$ cat config.mk
export PLATFORM = sky130hd
export DESIGN_NAME = conv1d_stream
export DESIGN_NICKNAME = d
export VERILOG_FILES = /design/src/rtl/conv1d_pkg.sv /design/src/rtl/conv1d_mac_tree.sv /design/src/rtl/conv1d_stream.sv
export SDC_FILE = /design/constraint.sdc
export NUM_CORES = 1
export LEC_CHECK = 0
export BUFFER_PORTS_ARGS = -buffer_cell sky130_fd_sc_hd__buf_2
export CAP_MARGIN = 5
export CORE_MARGIN = 4
export CORE_UTILIZATION = 60
export CTS_CLUSTER_DIAMETER = 50
export DETAILED_ROUTE_END_ITERATION = 10
export PLACE_DENSITY_LB_ADDON = 0.2
export SYNTH_ARGS = -nofsm -noshare
export SYNTH_HDL_FRONTEND = slang
export SYNTH_SLANG_ARGS = --single-unit
$ cat constraint.sdc
create_clock -name clk -period 9.8 [get_ports clk]
set_input_delay 0.98 -clock clk [delete_from_list [all_inputs] [get_ports clk]]
set_output_delay 0.98 -clock clk [all_outputs]
set_load 0.05 [all_outputs]
$ cat src/rtl/conv1d_pkg.sv
// Shared width helpers and saturation for the conv1d_stream slice.
// Optional build macro used by this slice: CONV1D_RELU_EN (clamp negative results to zero).
package conv1d_pkg;

   localparam int CONV1D_TAPS  = 5;
   localparam int CONV1D_IDX_W = $clog2(CONV1D_TAPS);

   function automatic int idx_w(input int taps);
      return (taps > 1) ? $clog2(taps) : 1;
   endfunction

   // Unsigned sample gains a sign bit before the signed multiply.
   function automatic int prod_w(input int data_w, input int coef_w);
      return data_w + 1 + coef_w;
   endfunction

   function automatic int acc_w(input int data_w, input int coef_w, input int taps);
      return prod_w(data_w, coef_w) + $clog2(taps);
   endfunction

   function automatic logic signed [63:0] sat_signed(input logic signed [63:0] v,
                                                     input int out_w);
      logic signed [63:0] hi;
      logic signed [63:0] lo;
      hi = (64'sd1 <<< (out_w - 1)) - 64'sd1;
      lo = -(64'sd1 <<< (out_w - 1));
      if (v > hi) return hi;
      if (v < lo) return lo;
      return v;
   endfunction

endpackage

$ cat src/rtl/conv1d_mac_tree.sv
// Product registers (S2) and adder tree with saturation (S3) for conv1d_stream.
// Build macro CONV1D_RELU_EN forces negative saturated results to zero.
module conv1d_mac_tree
   import conv1d_pkg::*;
#(
   parameter int DATA_W = 4,
   parameter int COEF_W = 4,
   parameter int TAPS   = 5,
   parameter int OUT_W  = 8
) (
   input  logic                         clk,
   input  logic                         rst_n,
   input  logic                         advance_i,
   input  logic                         s1_valid_i,
   input  logic [TAPS-1:0][DATA_W-1:0]  win_i,
   input  logic [TAPS-1:0][COEF_W-1:0]  coef_i,
   output logic                         out_valid_o,
   output logic [OUT_W-1:0]             out_data_o
);

   localparam int PROD_W = prod_w(DATA_W, COEF_W);
   localparam int ACC_W  = acc_w(DATA_W, COEF_W, TAPS);

   logic [TAPS-1:0][PROD_W-1:0] prod_d;
   logic [TAPS-1:0][PROD_W-1:0] prod_q;
   logic                        s2_valid_q;
   logic signed [ACC_W-1:0]     acc_d;
   logic [OUT_W-1:0]            res_d;
   logic                        out_valid_q;
   logic [OUT_W-1:0]            out_data_q;

   generate
      for (genvar gi = 0; gi < TAPS; gi++) begin : g_prod
         assign prod_d[gi] = PROD_W'($signed({1'b0, win_i[gi]})) * PROD_W'($signed(coef_i[gi]));
      end
   endgenerate

   always_comb begin
      acc_d = '0;
      for (int i = 0; i < TAPS; i++) begin
         acc_d = acc_d + ACC_W'($signed(prod_q[i]));
      end
   end

   always_comb begin
      res_d = OUT_W'(sat_signed(64'(acc_d), OUT_W));
`ifdef CONV1D_RELU_EN
      if (acc_d < 0) res_d = '0;
`endif
   end

   // out_data keeps the last result while no new one arrives.
   always_ff @(posedge clk or negedge rst_n) begin
      if (!rst_n) begin
         prod_q      <= '0;
         s2_valid_q  <= 1'b0;
         out_valid_q <= 1'b0;
         out_data_q  <= '0;
      end else if (advance_i) begin
         prod_q      <= prod_d;
         s2_valid_q  <= s1_valid_i;
         out_valid_q <= s2_valid_q;
         if (s2_valid_q) out_data_q <= res_d;
      end
   end

   assign out_valid_o = out_valid_q;
   assign out_data_o  = out_data_q;

endmodule

$ cat src/rtl/conv1d_stream.sv
// Streaming 1-D convolution: sliding window, coefficient bank and handshake.
// Build macro CONV1D_RELU_EN enables the ReLU clamp in the MAC tree.
module conv1d_stream
   import conv1d_pkg::*;
#(
   parameter int DATA_W = 4,
   parameter int COEF_W = 4,
   parameter int TAPS   = CONV1D_TAPS,
   parameter int OUT_W  = 8,
   parameter int STRIDE = 1
) (
   input  logic                    clk,
   input  logic                    rst_n,
   input  logic                    in_valid,
   output logic                    in_ready,
   input  logic [DATA_W-1:0]       in_data,
   input  logic                    in_sof,
   input  logic                    coef_we,
   input  logic [idx_w(TAPS)-1:0]  coef_idx,
   input  logic [COEF_W-1:0]       coef_data,
   output logic                    out_valid,
   input  logic                    out_ready,
   output logic [OUT_W-1:0]        out_data
);

   localparam int IDX_W  = idx_w(TAPS);
   localparam int FILL_W = $clog2(TAPS + 1);
   localparam int STR_W  = (STRIDE > 1) ? $clog2(STRIDE) : 1;
   localparam logic [FILL_W-1:0] FILL_FULL = FILL_W'(TAPS);
   localparam logic [STR_W-1:0]  STR_LAST  = STR_W'(STRIDE - 1);

   logic                        advance;
   logic                        accept;
   logic [TAPS-1:0][DATA_W-1:0] win_d;
   logic [TAPS-1:0][DATA_W-1:0] win_q;
   logic [TAPS-1:0][COEF_W-1:0] coef_q;
   logic [FILL_W-1:0]           fill_d;
   logic [FILL_W-1:0]           fill_q;
   logic [STR_W-1:0]            stride_d;
   logic [STR_W-1:0]            stride_q;
   logic                        fire_d;
   logic                        fire_q;

   assign advance  = !out_valid || out_ready;
   assign in_ready = advance;
   assign accept   = in_valid && advance;

   // Slot 0 is the oldest sample, slot TAPS-1 the newest.
   always_comb begin
      win_d    = win_q;
      fill_d   = fill_q;
      stride_d = stride_q;
      fire_d   = 1'b0;
      if (accept) begin
         if (in_sof) begin
            win_d           = '0;
            win_d[TAPS-1]   = in_data;
            fill_d          = FILL_W'(1);
            stride_d        = '0;
         end else begin
            for (int i = 0; i < TAPS - 1; i++) begin
               win_d[i] = win_q[i+1];
            end
            win_d[TAPS-1] = in_data;
            if (fill_q != FILL_FULL) fill_d = fill_q + FILL_W'(1);
            if (fill_d == FILL_FULL) begin
               fire_d   = (stride_q == '0);
               stride_d = (stride_q == STR_LAST) ? '0 : stride_q + STR_W'(1);
            end
         end
      end
   end

   always_ff @(posedge clk or negedge rst_n) begin
      if (!rst_n) begin
         win_q    <= '0;
         fill_q   <= '0;
         stride_q <= '0;
         fire_q   <= 1'b0;
      end else if (advance) begin
         win_q    <= win_d;
         fill_q   <= fill_d;
         stride_q <= stride_d;
         fire_q   <= fire_d;
      end
   end

   // Writes land regardless of stalls; products on the same edge see the old value.
   always_ff @(posedge clk or negedge rst_n) begin
      if (!rst_n) begin
         coef_q <= '0;
      end else begin
         for (int i = 0; i < TAPS; i++) begin
            if (coef_we && (coef_idx == IDX_W'(i))) coef_q[i] <= coef_data;
         end
      end
   end

   conv1d_mac_tree #(
      .DATA_W (DATA_W),
      .COEF_W (COEF_W),
      .TAPS   (TAPS),
      .OUT_W  (OUT_W)
   ) u_mac_tree (
      .clk         (clk),
      .rst_n       (rst_n),
      .advance_i   (advance),
      .s1_valid_i  (fire_q),
      .win_i       (win_q),
      .coef_i      (coef_q),
      .out_valid_o (out_valid),
      .out_data_o  (out_data)
   );

endmodule

# After elaboration in Yosys (flattened, before gate mapping)

Index checks and enable logic that the tools add are counted.

Bits in registers: 100
Logic and storage cells: 72
Input port bits: 17
Output and inout bits: 10

Multiply operators: 5
$lt $le $gt $ge: 2
Mux-type cells: 18
Bitwise operators: 1
Eq/ne operators: 6
$add $sub $neg: 6
Reductions and logical operators: 13

Operators by type and width:

| cell                                                           | number |
|---|---|
| multiplier 5 x 4 -> 9 bit                                      | 5 |
| two-way mux 8 bit                                              | 4 |
| adder 12 x 9 -> 12 bit                                         | 2 |
| two-way mux 16 bit                                             | 1 |
| greater-than comparator 12 x 8 -> 1 bit, second input constant | 1 |
| less-than comparator 12 x 8 -> 1 bit, second input constant    | 1 |
| two-way mux 3 bit                                              | 4 |
| adder 10 x 9 -> 11 bit                                         | 1 |
| adder 9 x 9 -> 10 bit                                          | 1 |
| two-way mux 1 bit                                              | 9 |
| == test 3 x 2 -> 1 bit, second input constant                  | 2 |
| == test 3 bit, second input constant                           | 2 |
| logical AND 1 bit                                              | 6 |
| AND reduction 2 bit                                            | 2 |
| adder 3 x 1 -> 3 bit, second input constant                    | 1 |
| == test 3 x 1 -> 1 bit, second input constant                  | 1 |
| logical NOT 3 bit                                              | 1 |
| inequality test 3 bit, second input constant                   | 1 |
| AND reduction 3 bit                                            | 1 |
| nonzero test 2 bit                                             | 1 |
| adder 1 bit, second input constant                             | 1 |
| logical NOT 1 bit                                              | 1 |
| logical OR 1 bit                                               | 1 |
| inverter 1 bit                                                 | 1 |

# Longest topological paths before layout

Gate-level depths: netlist of run 1.

Word-level depth: 9
Mapped depth: 21
Mapped depth without buffers: 20

# Hierarchy

A second synthesis of run 1 with hierarchy kept.

Cells, all modules: 789
Area, all modules: 8,070.2 sq um

By module, submodules not included:

| module          | cells an instance | area an instance (sq um) | times used |
|---|---|---|---|
| conv1d_mac_tree | 656               | 6,065.8                  | 1 |
| conv1d_stream   | 133               | 2,004.4                  | 1 |

# Worst setup path before layout of run 1

Ideal clock, no wire load.

Kind: register -> register
From: register u_mac_tree.prod_q[1] (netlist name)
To: register u_mac_tree.out_data_q[6], in the netlist u_mac_tree.out_data_o[6]
Arrival time: 4.473 ns
Stages on the path, launching flop included: 21
Period minus slack after synthesis: 4.561 ns
Setup slack: 5.239 ns
Buffers on the path: 0
Cell sequence: dfrtp_1 -> inv_1 -> fa_1 -> inv_1 -> ha_1 -> fa_1 -> a21o_1 -> a21oi_1 -> o21bai_1 -> a21oi_1 -> o21ai_1 -> xnor2_1 -> fa_1 -> inv_1 -> ha_1 -> a21o_1 -> mux2_4 -> a311o_1 -> o22ai_2 -> o21ai_2 -> a211oi_2

Cells in the longest elaborated chain, start to end: 9

RTL lines:

| what                                     | RTL line              | RTL |
|---|---|---|
| from (decl)                              | conv1d_mac_tree.sv:25 | `logic [TAPS-1:0][PROD_W-1:0] prod_q;` |
| from (signal assigned)                   | conv1d_mac_tree.sv:60 | `prod_q <= prod_d;` |
| adder 9 x 9 -> 10 bit (*)                | conv1d_mac_tree.sv:41 | `acc_d = acc_d + ACC_W'($signed(prod_q[i]));` |
| adder 10 x 9 -> 11 bit (*)               | conv1d_mac_tree.sv:41 |  |
| adder 12 x 9 -> 12 bit (*) (2 in series) | conv1d_mac_tree.sv:41 |  |
| less-than comparator 12 x 8 -> 1 bit     | conv1d_pkg.sv:28      | `if (v < lo) return lo;` |
| two-way mux 1 bit (2 in series)          | conv1d_pkg.sv:28      |  |
| two-way mux 8 bit                        | conv1d_pkg.sv:29      | `return v;` |
| two-way mux 8 bit (*)                    | conv1d_pkg.sv:28      |  |
| to (signal assigned)                     | conv1d_mac_tree.sv:63 | `if (s2_valid_q) out_data_q <= res_d;` |
| to (decl)                                | conv1d_mac_tree.sv:30 | `logic [OUT_W-1:0] out_data_q;` |

Every way passes the cells marked *; elsewhere a longest branch is shown, timed or not. The select of a mux whose other input is x is not followed.
A chain may end at the register's enable or synchronous reset.

# Worst setup path in the final report of run 1

Ends and elaborated chain as after synthesis.

==> results.cfg, run 1 <==
[outcome]
status = complete, no violations

[setup_path]
critPathMaxFanout = 11
start_kind = flop
crit_type = flop to flop
cp.required_ns = 10.06
ff2ff_setup_slack_ns = 4.70
end_kind = flop
cp.arrival_ns = 5.36

[clock_network]
cts_buffer_depth = 2
h-tree-depth = 3
cts-resized-gates = 0
post_cts_buffers = 0
cts_sinks = 99
clk_pin_slew_ns = 0.07
cts_buffers = 9
cts_root_buf = clkbuf_16
cts_hold_repair.buffers = 0
worst_skew_pair.late_latency_ns = 0.35
cts_tree = yes

[finish]
diodes = 0
layout.nets = 1033
drive_above_1_share = 0.09343
synthToLayoutAreaGrowth_pct = 7.465

[timing]
clock.fmax_mhz = 196.0
finalCriticalPeriod_ns = 5.101
worstMarginPinSlew_ns = 1.071
setup_violations = 0
tns_ns = 0
hold_violations = 0
maxSlewViolCount = 0
relSlewSlack = 0.2757
fin_skew_ns = 0.005179
grt_setup_unrepaired = no
fin_crit_sh = 0.5205

[logic_synthesis]
yosys_warnings = 0
syn_nets = 1013
ys_types = 53
yosysSeqAreaShare = 0.3118
synth-edff-count = 0
ys_async_sr_fraction = 1.000
syn_avg_cell_area_um2 = 9.425
synth_area_mm2 = 0.007945
synth_flop_cell = dfrtp_1
ys_seq_elements = 99
synthCells = 843

[grt]
grt_max_degree = 83
grt_pass1_vias = 5715
grt_use_total = 0.2312
antenna_found_initial = 0
grt_overflow = 0
grt_pass1_wl_um = 27370

[job]
cap_violations = 0

[placement]
portBuffers = 26
hpwlAfterDp_um = 12840
gp_congestion = 0.8612

[die]
die_y_um = 123.1
core.rowCount = 41
die_w_um = 123.1
io_pins = 27
dieArea_mm2 = 0.01515
core-area_mm2 = 0.01277
start_util = 0.6220

[drt]
viasPerCell = 5.409
drt_iter0_markers = 258
final_antenna_net_count = 0
vias = 5620
wire_per_inst_um = 15.47
detail_route.first_pass.iterations = 4
drt-total-wl_um = 16080
drc = 0

[worst_hold_path]
hp-class = flop to flop
Yosys cell counts, types with 2 or more instances:
master    count  area share
a211oi_2      2      0.0031
clkbuf_1     16      0.0076
and3_1        3      0.0024
o22ai_1       5      0.0039
a31o_2        2      0.0022
xor2_1       18       0.020
o21bai_1      7      0.0066
mux2_2       20       0.028
nand4_1       2      0.0016
o21ai_1       4      0.0025
nor2_1       44       0.021
a22o_1        2      0.0022
o21ai_0      54       0.034
buf_6         2      0.0028
nand2_1      90       0.043
nand2b_1     24       0.019
fa_1         47        0.12
and4bb_1      2      0.0031
a21o_1       17       0.016
and3_4        2      0.0028
inv_1       130       0.061
nor3_1        3      0.0019
a21oi_1      51       0.032
a31oi_1       2      0.0016
dfrtp_1      99        0.31
nand3_1       9      0.0057
xnor2_1      17       0.019
and2_1       39       0.031
ha_1        106        0.17
worst max-delay path, stage by stage, from the launching register on:
cell	delay (ns)
dfrtp_1	0.33
inv_1	0.06
fa_1	0.53
inv_1	0.05
ha_1	0.22
fa_1	0.41
a21o_1	0.19
a21oi_1	0.25
o21bai_1	0.10
a21oi_1	0.22
o21ai_1	0.12
xnor2_1	0.15
fa_1	0.48
inv_1	0.04
ha_1	0.46
a21o_1	0.21
mux2_4	0.30
a311o_1	0.33
o22ai_2	0.18
o21ai_2	0.13
a211oi_2	0.26
metal layers:
metal	vias to the layer above	track usage	wire (µm)
met4	0	0.07612	319
met5	-	0	0
met2	102	0.3813	7645
li1	2786	-	-
met1	2707	0.3211	7678
met3	25	0.02653	434
stage by stage:
| step | setup WS (ns) | std cells | hold slack (ns) | utilization | area, µm² |
|---|---|---|---|---|---|
| final | 4.699 | 1039 | 0.4781 | 0.6684 | 8538 |
| after global routing | 4.324 | 1039 | 0.5017 | 0.6684 | 8538 |
| after CTS | 4.718 | 1039 | 0.4858 | 0.6684 | 8538 |
| after detailed placement | 4.792 | 1024 | 0.4710 | 0.6438 | 8224 |
| after global placement | 4.861 | 1024 | 0.4596 | 0.6438 | 8224 |
| after floorplan | 5.239 | 843 | 0.4462 | - | 7945 |
area by class of cell:
cell class	count	area, µm²
Clock buffer	10	229.0
Clock inverter	5	85.08
Fill cell	1014	4235
Inverter	131	491.7
Multi-Input combinational cell	593	4885
Sequential cell	99	2477
Tap cell	172	215.2
Timing Repair Buffer	29	155.1
state kept, by name, summed over array words and instances (netlist names):
name,count
u_mac_tree.prod_q,45
win_q,20
u_mac_tree.out_data_o,8
fire_q,1
fill_q,3
coef_q,20
u_mac_tree.s2_valid_q,1
u_mac_tree.out_valid_o,1
placed cells by master (no fill, tap or decap), types with 3 or more instances in the layout:
master,count
a21o_1,17
a21oi_1,51
and2_1,39
and3_1,3
buf_2,25
buf_4,4
clkbuf_16,9
dfrtp_1,99
fa_1,47
ha_1,106
inv_1,130
mux2_2,20
nand2_1,90
nand2b_1,24
nand3_1,9
nor2_1,44
nor3_1,3
o21ai_0,54
o21ai_1,4
o21bai_1,7
o22ai_1,5
xnor2_1,17
xor2_1,18
path summary, 6_finish.rpt:
check,start,cells past startpoint,end
max,u_mac_tree.prod_q[1],20,u_mac_tree.out_data_o[6]
min,u_mac_tree.out_data_o[7],2,u_mac_tree.out_data_o[7]
max reg2reg,u_mac_tree.prod_q[1],20,u_mac_tree.out_data_o[6]
min reg2reg,u_mac_tree.out_data_o[7],2,u_mac_tree.out_data_o[7]
max in group asynchronous,rst_n,2,win_q[16]
min in group asynchronous,rst_n,1,u_mac_tree.prod_q[8]
cell families after synthesis:
family,Yosys count,synth area share
mux,21,0.03024
xor+xnor,35,0.03858
fa+ha+maj,153,0.2854
buf+inv,151,0.07370
flops,99,0.3118
compound gates,158,0.1220
simple gates,226,0.1383
Power of run 1 is not shown: default switching activity piles up to over one toggle a cycle in this logic, so the estimate is an artifact.
==> run 2, diff against run 1 <==
Clock period 9.8 ns to 5.1 ns, I/O delays scaled along.
==> run 2 against run 1 <==
Against the previous run: sequential cell count stayed put; critical endpoint unchanged; non-clock buffer count is 1 higher; first-iteration DRC count is 2.7% lower; critical path type unchanged; critical path depth stayed put; clock skew is 0.0040 ns higher; sequential share of layout area hardly changed; worst hold slack worse by 0.22 ns.
==> results.cfg, run 2 (synthesis gave the netlist of run 1 again) <==
[setup_path]
ff2ff_setup_slack_ns = 0.30
cp.required_ns = 5.36
r2r-end = u_mac_tree.out_data_o[6]
crit_type = flop to flop
end_kind = flop
reg2regPathDepth = 20
r2r_start = u_mac_tree.prod_q[1]
critPathMaxFanout = 6
start_kind = flop
cp.arrival_ns = 5.06

[job]
cap_violations = 0

[grt]
grt_use_total = 0.2334
grt_pass1_wl_um = 27630
grt_max_degree = 65
grt_overflow = 0
grt_pass1_vias = 5824
antenna_found_initial = 0

[finish]
drive_above_1_share = 0.1013
top_register = u_mac_tree.prod_q
layout_commonest_cell = inv_1
diodes = 0
largest_registers = u_mac_tree.prod_q (45), coef_q (20), win_q (20)
layout.nets = 1034
largest_reg_flops = 45
final_area_mm2 = 0.008533
synthToLayoutAreaGrowth_pct = 7.402
nFillCells = 1047
final_cell_mix = inv_1, ha_1, dfrtp_1

[drt]
detail_route.first_pass.iterations = 5
drt_iter0_markers = 251
vias = 5650
drc = 0
viasPerCell = 5.427
wire_per_inst_um = 15.29
drt-total-wl_um = 15920
final_antenna_net_count = 0

[timing]
finalCriticalPeriod_ns = 4.801
fin_crit_sh = 0.9413
relSlewSlack = 0.3151
setup_violations = 0
fin_skew_ns = 0.009174
hold_violations = 0
worstMarginPinSlew_ns = 1.013
maxSlewViolCount = 0
clock.fmax_mhz = 208.3

[clock_network]
cts_sinks = 99
clk_pin_slew_ns = 0.07
cts_buffers = 9
cts_root_buf = clkbuf_16
cts_hold_repair.buffers = 0
h-tree-depth = 3
cts_buffer_depth = 2
worst_skew_pair.late_latency_ns = 0.35
cts_tree = yes

[placement]
gp_congestion = 0.8493
hpwlAfterDp_um = 12630
post_dp_cell_area_mm2 = 0.008232
portBuffers = 26

[outcome]
status = complete, no violations

[die]
core-area_mm2 = 0.01277
start_util = 0.6220
dieArea_mm2 = 0.01515
core.rowCount = 41
die_y_um = 123.1
die_w_um = 123.1
io_pins = 27

[worst_hold_path]
hp-class = input port to async pin
## run 2: cell count changes in the layout (fill, tap and decap cells not counted), sizes merged
cell / change
bufinv: -2
clkinvlp: -1
clkinv: +4
buf: +1
## run 2: final cells by class
cell class | count | area [µm²] | share of cell area
Clock buffer | 10 | 239.0 | 0.02801
Multi-Input combinational cell | 593 | 4910 | 0.5754
Inverter | 131 | 491.7 | 0.05762
Tap cell | 172 | 215.2 | 0.02522
Timing Repair Buffer | 30 | 162.7 | 0.01906
Sequential cell | 99 | 2477 | 0.2903
Clock inverter | 6 | 37.54 | 0.004399
## run 2: stage by stage
step           hold slack [ns]   TNS (ns)    util  std cells  worst slack [ns]
2_1_floorplan           0.2144          0       -        843            0.5393
3_5_place_dp            0.4748          0  0.6444       1025            0.2435
5_1_grt                 0.3277  -0.008300  0.6680       1041         -0.008300
6_report                0.2613          0  0.6680       1041            0.2992
4_1_cts                 0.2858          0  0.6661       1041            0.2173
3_3_place_gp            0.4616          0  0.6444       1025            0.2802
## run 2: worst max path at each step
stage,start,endpoint
finish,u_mac_tree.prod_q[1],u_mac_tree.out_data_o[6]
global route,u_mac_tree.prod_q[10],u_mac_tree.out_data_o[6]
global placement,u_mac_tree.prod_q[1],u_mac_tree.out_data_o[6]
floorplan,u_mac_tree.prod_q[1],u_mac_tree.out_data_o[6]
CTS,u_mac_tree.prod_q[1],u_mac_tree.out_data_o[6]
detailed placement,u_mac_tree.prod_q[1],u_mac_tree.out_data_o[2]
## run 2: worst max-delay path, cell delays in order, from the launching register on
cell and delay, ns:
dfrtp_1 0.32, inv_1 0.06, fa_1 0.53, inv_1 0.05
ha_1 0.22, fa_1 0.41, a21o_1 0.21, a21oi_2 0.17
o21bai_1 0.09, a21oi_2 0.17, o21ai_1 0.12, xnor2_1 0.15
fa_1 0.48, inv_1 0.04, ha_1 0.33, a21o_1 0.21
mux2_4 0.30, a311o_1 0.34, o22ai_2 0.18, o21ai_2 0.13
a211oi_2 0.22
## run 2: timing repair
| item | CTS | global route |
|---|---|---|
| gates resized for setup | 0 | 5 |
| buffers inserted | 0 | 0 |
| endpoints found under the setup margin | 0 | 7 |
## run 2: layer usage
layer / vias to the layer above / wire length (µm) / GRT usage
met1: 2745 / 7644 / 0.3244
met2: 80 / 7506 / 0.3806
li1: 2799 / - / -
met4: 0 / 312 / 0.08443
met3: 26 / 452 / 0.02745
met5: - / 0 / 0
Power of run 2 is left out for the same reason.
